--- src/rtl/local_op_sequencer_if.sv ---
// Nibble stream bundle between the pin-level I/O and the local-op sequencer:
// operand nibbles in, result nibbles out, each with a valid/ready handshake.
interface local_op_sequencer_if;
    logic [3:0] din;
    logic       din_valid;
    logic       din_ready;
    logic [3:0] dout;
    logic       dout_valid;
    logic       dout_ready;

    modport master (
        output din, din_valid, dout_ready,
        input  din_ready, dout, dout_valid
    );

    modport slave (
        input  din, din_valid, dout_ready,
        output din_ready, dout, dout_valid
    );
endinterface

--- src/rtl/local_op_sequencer.sv ---
// Collects A/B/C(/D) operand nibbles, holds them for the combinational local-op
// stage, captures its M/N results and streams them back out as two nibbles.
module local_op_sequencer #(
    parameter bit STICKY_OP = 1'b0
) (
    input  logic                 clk,
    input  logic                 rst_n,
    input  logic                 clear,
    local_op_sequencer_if.slave  io,
    input  logic                 cfg_we,
    input  logic [3:0]           cfg_d,
    output logic [3:0]           op_a,
    output logic [3:0]           op_b,
    output logic [3:0]           op_c,
    output logic [3:0]           op_d,
    input  logic [3:0]           op_m,
    input  logic [3:0]           op_n,
    output logic                 busy
);

    typedef enum logic [1:0] {LOAD, EXEC, OUT_M, OUT_N} state_t;

    localparam logic [1:0] LAST_IDX = STICKY_OP ? 2'd2 : 2'd3;

    state_t     state, next_state;
    logic [1:0] idx, next_idx;
    logic [3:0] reg_a, reg_b, reg_c, reg_d;
    logic [3:0] sticky;
    logic [3:0] res_m, res_n;
    logic       accept;
    logic       din_ready;
    logic       dout_valid;
    logic [3:0] dout;

    always_ff @(posedge clk) begin
        if (!rst_n || clear) begin
            state <= LOAD;
            idx   <= 2'd0;
        end else begin
            state <= next_state;
            idx   <= next_idx;
        end
    end

    always_comb begin
        next_state = state;
        next_idx   = idx;
        din_ready  = 1'b0;
        dout_valid = 1'b0;
        dout       = 4'd0;
        accept     = 1'b0;
        case (state)
            LOAD: begin
                din_ready = 1'b1;
                if (io.din_valid) begin
                    accept = 1'b1;
                    if (idx == LAST_IDX) begin
                        next_state = EXEC;
                        next_idx   = 2'd0;
                    end else begin
                        next_idx = idx + 2'd1;
                    end
                end
            end
            EXEC: begin
                next_state = OUT_M;
            end
            OUT_M: begin
                dout_valid = 1'b1;
                dout       = res_m;
                if (io.dout_ready) next_state = OUT_N;
            end
            OUT_N: begin
                dout_valid = 1'b1;
                dout       = res_n;
                if (io.dout_ready) next_state = LOAD;
            end
            default: next_state = LOAD;
        endcase
    end

    // Operands only change on an accept, so the local op sees stable inputs
    // through EXEC and both output beats.
    always_ff @(posedge clk) begin
        if (!rst_n || clear) begin
            reg_a <= 4'd0;
            reg_b <= 4'd0;
            reg_c <= 4'd0;
            reg_d <= 4'd0;
            res_m <= 4'd0;
            res_n <= 4'd0;
        end else begin
            if (accept) begin
                case (idx)
                    2'd0: reg_a <= io.din;
                    2'd1: reg_b <= io.din;
                    2'd2: reg_c <= io.din;
                    default: reg_d <= io.din;
                endcase
            end
            if (state == EXEC) begin
                res_m <= op_m;
                res_n <= op_n;
            end
        end
    end

    // Survives clear; only a full reset wipes the sticky opcode.
    always_ff @(posedge clk) begin
        if (!rst_n) begin
            sticky <= 4'd0;
        end else if (cfg_we) begin
            sticky <= cfg_d;
        end
    end

    assign op_a = reg_a;
    assign op_b = reg_b;
    assign op_c = reg_c;
    assign op_d = STICKY_OP ? sticky : reg_d;

    assign busy = !((state == LOAD) && (idx == 2'd0));

    assign io.din_ready  = din_ready;
    assign io.dout_valid = dout_valid;
    assign io.dout       = dout;

endmodule

--- src/flat_wrapper.sv ---
// flat-port wrapper written by rule: the top's interface ports become plain ports
module local_op_sequencer_flat 
#(
    parameter bit STICKY_OP = 1'b0
)
  (clk, rst_n, clear, cfg_we, cfg_d, op_a, op_b, op_c, op_d, op_m, op_n, busy, io_din, io_din_valid, io_dout_ready, io_din_ready, io_dout, io_dout_valid);
  local_op_sequencer_if io_i ();
  input  logic clk;
  input  logic rst_n;
  input  logic clear;
  input  logic cfg_we;
  input  logic [3:0] cfg_d;
  output logic [3:0] op_a;
  output logic [3:0] op_b;
  output logic [3:0] op_c;
  output logic [3:0] op_d;
  input  logic [3:0] op_m;
  input  logic [3:0] op_n;
  output logic busy;
  input wire logic [$bits(io_i.din)-1:0] io_din;
  input wire logic [$bits(io_i.din_valid)-1:0] io_din_valid;
  input wire logic [$bits(io_i.dout_ready)-1:0] io_dout_ready;
  output wire logic [$bits(io_i.din_ready)-1:0] io_din_ready;
  output wire logic [$bits(io_i.dout)-1:0] io_dout;
  output wire logic [$bits(io_i.dout_valid)-1:0] io_dout_valid;
  assign io_i.din = io_din;
  assign io_i.din_valid = io_din_valid;
  assign io_i.dout_ready = io_dout_ready;
  assign io_din_ready = io_i.din_ready;
  assign io_dout = io_i.dout;
  assign io_dout_valid = io_i.dout_valid;
  local_op_sequencer #(.STICKY_OP(STICKY_OP)) u_core (.clk(clk), .rst_n(rst_n), .clear(clear), .io(io_i), .cfg_we(cfg_we), .cfg_d(cfg_d), .op_a(op_a), .op_b(op_b), .op_c(op_c), .op_d(op_d), .op_m(op_m), .op_n(op_n), .busy(busy));
endmodule
--- config.mk ---
export PLATFORM = sky130hd
export DESIGN_NAME = local_op_sequencer_flat
export DESIGN_NICKNAME = d
export VERILOG_FILES = /design/src/rtl/local_op_sequencer_if.sv /design/src/rtl/local_op_sequencer.sv /design/src/flat_wrapper.sv
export SDC_FILE = /design/constraint.sdc
export NUM_CORES = 1
export LEC_CHECK = 0
export CORE_ASPECT_RATIO = 1.75
export CORE_MARGIN = 4
export CORE_UTILIZATION = 47
export DETAILED_ROUTE_END_ITERATION = 12
export HOLD_SLACK_MARGIN = 0.02
export PLACE_DENSITY = 0.83
export REMOVE_ABC_BUFFERS = 1
export SYNTH_ARGS = -nofsm -noshare
export SYNTH_HDL_FRONTEND = slang
export SYNTH_SLANG_ARGS = --single-unit
export TNS_END_PERCENT = 5
--- constraint.sdc ---
create_clock -name clk -period 3.2 [get_ports clk]
set_clock_uncertainty 0.15 [all_clocks]
set_input_delay 0.48 -clock clk [delete_from_list [all_inputs] [get_ports clk]]
set_output_delay 0.48 -clock clk [all_outputs]
set_load 0.005 [all_outputs]
==> out/summary.md <==
In this run, flip-flops and latches consume 57.3% of the power. In this run, synthesis produced a sequential element count of 28. Leaving out fill and tap cells, the most frequent cells in the layout are sky130_fd_sc_hd__clkdlybuf4s50_1 (39), sky130_fd_sc_hd__dfxtp_1 (28), sky130_fd_sc_hd__nor2_1 (27). The switching fraction of total power was 20.1%. Max-slew violation total from the final report: 0. The run finished with clean final reports. The via count normalized by instance count works out to 5.11. Setup repair after global routing left no endpoint under its margin.

For this run the aggregate overflow at the end of global routing stands at 0. The number of instances on the worst hold path was 2; the post-synthesis cell area was 0.00125 sq mm. The distinct cell type count of the synthesized netlist came out at 20.

TritonCTS created 3 clock buffers. Setup violations remaining at the end of the flow were counted as 0. The startpoint of the worst register-to-register path was u_core.state[1]$_SDFFE_PP0P_. The worst setup path is captured at an output pin. Max-cap violations in this run came to 0.

In the final design database the tool counted 196 nets. The hold violation count in the final report was 0; the final critical delay including setup and external delays was 2330 ps. Transition at the pin with the smallest max-transition slack: 489 ps. After detailed routing, the average wire length per cell comes to 13.7 um.

The number of clock sinks seen by CTS was 28; the part of the cycle the worst path needs was 72.8%. In this run the clock root is driven by a sky130_fd_sc_hd__clkbuf_8. The signal on the critical path passes through inv_1, ha_1, a22o_1, clkdlybuf4s50_1. For the worst-case vdd ir drop, the log shows 0.384 mV. The most frequent standard cell in the layout excluding fill and tap cells was sky130_fd_sc_hd__clkdlybuf4s50_1.

The tools report the H-tree level count as 1. The insertion delay of the later-clocked pin in the worst-skew pair was 260 ps; the logic depth of the worst register-to-register path was 5. The final total negative setup slack came out at 0 ps. The number of input and output port buffers inserted was 39; the placeable core area was 0.00252 sq mm. The internal power of the cells totals 0.494 mW. The average instance in the mapped netlist occupies 10.1 sq um. For the worst setup path, the data arrival time is 1700 ps.

Clock-pin slew was measured on the worst setup and hold paths at 90 ps. The routed wire length is 2590 um. For this block, the initial DRC count from the detailed router was 8. The master of the slowest instance on the critical path was sky130_fd_sc_hd__clkdlybuf4s50_1. Measured against its own limit, the worst slew margin works out to 67.4%. The worst hold path class was reg -> reg. For this run, the total global-route usage over all layers was measured as 15.8%. The repair_antennas step left the layout with diodes totalling 0. For this configuration, the core starts out at a cell density of 49.6%. The run gives 0 as the count of unresolved DRC violations after routing. The critical path's largest stage delay works out to 440 ps.

The post-detailed-route count of antenna-violating nets was 0. The tools report the first-pass detailed-route iteration total as 4. In this run the power density over the cells is 361 mW/mm^2.

The first global-routing pass estimated 4400 um of wire. The critical path is of the reg -> out type. Detailed placement ended at an HPWL of 2070 um. The die is 76.3 um tall.

TritonCTS built the clock tree. Initial antenna violation count: 0. Synthesis produced 124 cells.

The worst setup path is launched from a flop. Counting tap cells, the placed design contains a total of 185 instances. Once layout is done, the placed cells without fillers occupy 0.00171 sq mm.

During synthesis, Yosys emitted a total of 0 warnings. In this run, the combinational gates consume 8.7% of the power. The endpoint identified for the worst register-to-register timing path is u_core.op_c[3]$_SDFFE_PP0P_. The analysis attributes to net switching a power of 0.124 mW.

The congestion estimate from routability-driven global placement came to 0.658. The initialized floorplan defines 24 standard-cell rows. In this run the most critical hold path is launched from u_core.res_m[1]$_SDFFE_PP0N_. Post-cts resize count: 0.

In this run the count of I/O pins placed on the die edge is 45. The buffer count from post-CTS setup fixing was 0; the maximum root-to-sink buffer count was 2. The logs give 189 for the final instance count without filler cells and 34.0% for the share of power burned in the clock network. Relative to the synthesized area, the layout overhead comes to 36.6%. After synthesis, flip-flops and latches occupy 44.8% of the total area.

The share of cells above drive strength 1 is 4.91%, and the setup slack on the worst flop-to-flop path is 1520 ps. The static leakage was 0.740 nW. Entering global routing, the biggest net connects 18 pins. In this run the worst path has a maximum fanout of 7.

The total of hold buffers inserted after clock tree synthesis is 0. The die width was 47 um; the number of global-route vias before repair was 964. The final route contains 966 vias. For the total placed instance area, the log shows 0.00165 sq mm.

The path with the worst hold slack has its endpoint at u_core.res_m[1]$_SDFFE_PP0N_. The die area was 0.00358 sq mm; the highest attainable clock frequency was 0.429 GHz. STA puts the critical path data required time at 2570 ps.
worst max-delay path: cells and delay by family, from the launching register on:
kind,cells,cell delay [ps]
buf+inv,2,540
flops,1,400
fa+ha+maj,1,290
compound gates,1,200
how the worst max path moves through the flow:
| stage | start | endpoint | depth (start not counted) |
|---|---|---|---|
| floorplan | clear | u_core.state[1]$_SDFFE_PP0P_ | 3 |
| global placement | u_core.state[0]$_SDFFE_PP0P_ | io_dout[2] | 4 |
| detailed placement | u_core.state[0]$_SDFFE_PP0P_ | io_dout[1] | 4 |
| CTS | u_core.state[0]$_SDFFE_PP0P_ | io_dout[1] | 4 |
| global route | u_core.state[0]$_SDFFE_PP0P_ | io_dout[1] | 4 |
| finish | u_core.state[0]$_SDFFE_PP0P_ | io_dout[0] | 4 |
state kept, by name, indices dropped and copies added, names as in the netlist:
signal,cells
u_core.res_n,4
u_core.idx,2
u_core.op_a,4
u_core.op_c,4
u_core.op_b,4
u_core.res_m,4
u_core.state,2
u_core.op_d,4
through the flow:
step	setup slack [ps]	util (%)	total power, mW	hold WS (ps)
after global placement	1190	65.6	0.415	326
after global routing	721	67.8	0.641	397
after CTS	851	67.8	0.622	357
final	870	67.8	0.618	349
after floorplan	1500	-	0.382	311
after detailed placement	1150	65.6	0.416	335
synth_stat cells, drive strengths merged:
| cell type | instances | share of area [%] |
|---|---|---|
| dfxtp | 28 | 45 |
| nor2 | 27 | 8.1 |
| mux2i | 25 | 20 |
| ha | 10 | 10 |
| inv | 6 | 1.8 |
| nand3 | 6 | 2.4 |
| buf | 5 | 2.2 |
| a22o | 4 | 2.8 |
| nand2 | 3 | 0.90 |
| nand2b | 3 | 2.3 |
| a21oi | 1 | 0.40 |
| a311o | 1 | 0.80 |
| a31oi | 1 | 0.50 |
| and4bb | 1 | 1.0 |
| nor3 | 1 | 0.80 |
| o21bai | 1 | 0.60 |
| o31ai | 1 | 0.60 |
layout make-up:
type                            count  area, sq um
Fill cell                         214          813
Multi-Input combinational cell     85          641
Sequential cell                    28          561
Timing Repair Buffer               40          398
Clock buffer                        4         55.1
Tap cell                           26         32.5
Inverter                            6         22.5
power by group through the flow:
| stage | Combinational, mW | Clock [mW] | Sequential (mW) |
|---|---|---|---|
| global placement | 0.0531 | 0 | 0.362 |
| global route | 0.0585 | 0.228 | 0.355 |
| finish | 0.0537 | 0.210 | 0.354 |
| CTS | 0.0543 | 0.214 | 0.354 |
| detailed placement | 0.0539 | 0 | 0.362 |
| floorplan | 0.0199 | 0 | 0.362 |
per-layer routing:
metal	wire, um	track usage, %	vias up	part of all wire (%)
li1	-	-	494	-
met1	988	18.3	438	38
met2	1420	27.7	34	55
met3	179	3.78	0	6.9
met4	0	3.60	0	0
met5	0	0	-	0
cells by family after synthesis:
family          count (synthesis)  synth area share, %
buf+inv                        11                 4.00
mux                            25                 20.0
simple gates                   41                 15.5
fa+ha+maj                      10                 10.0
flops                          28                 44.8
compound gates                  9                 5.70
Note: power is estimated with default switching activity, not from simulation.
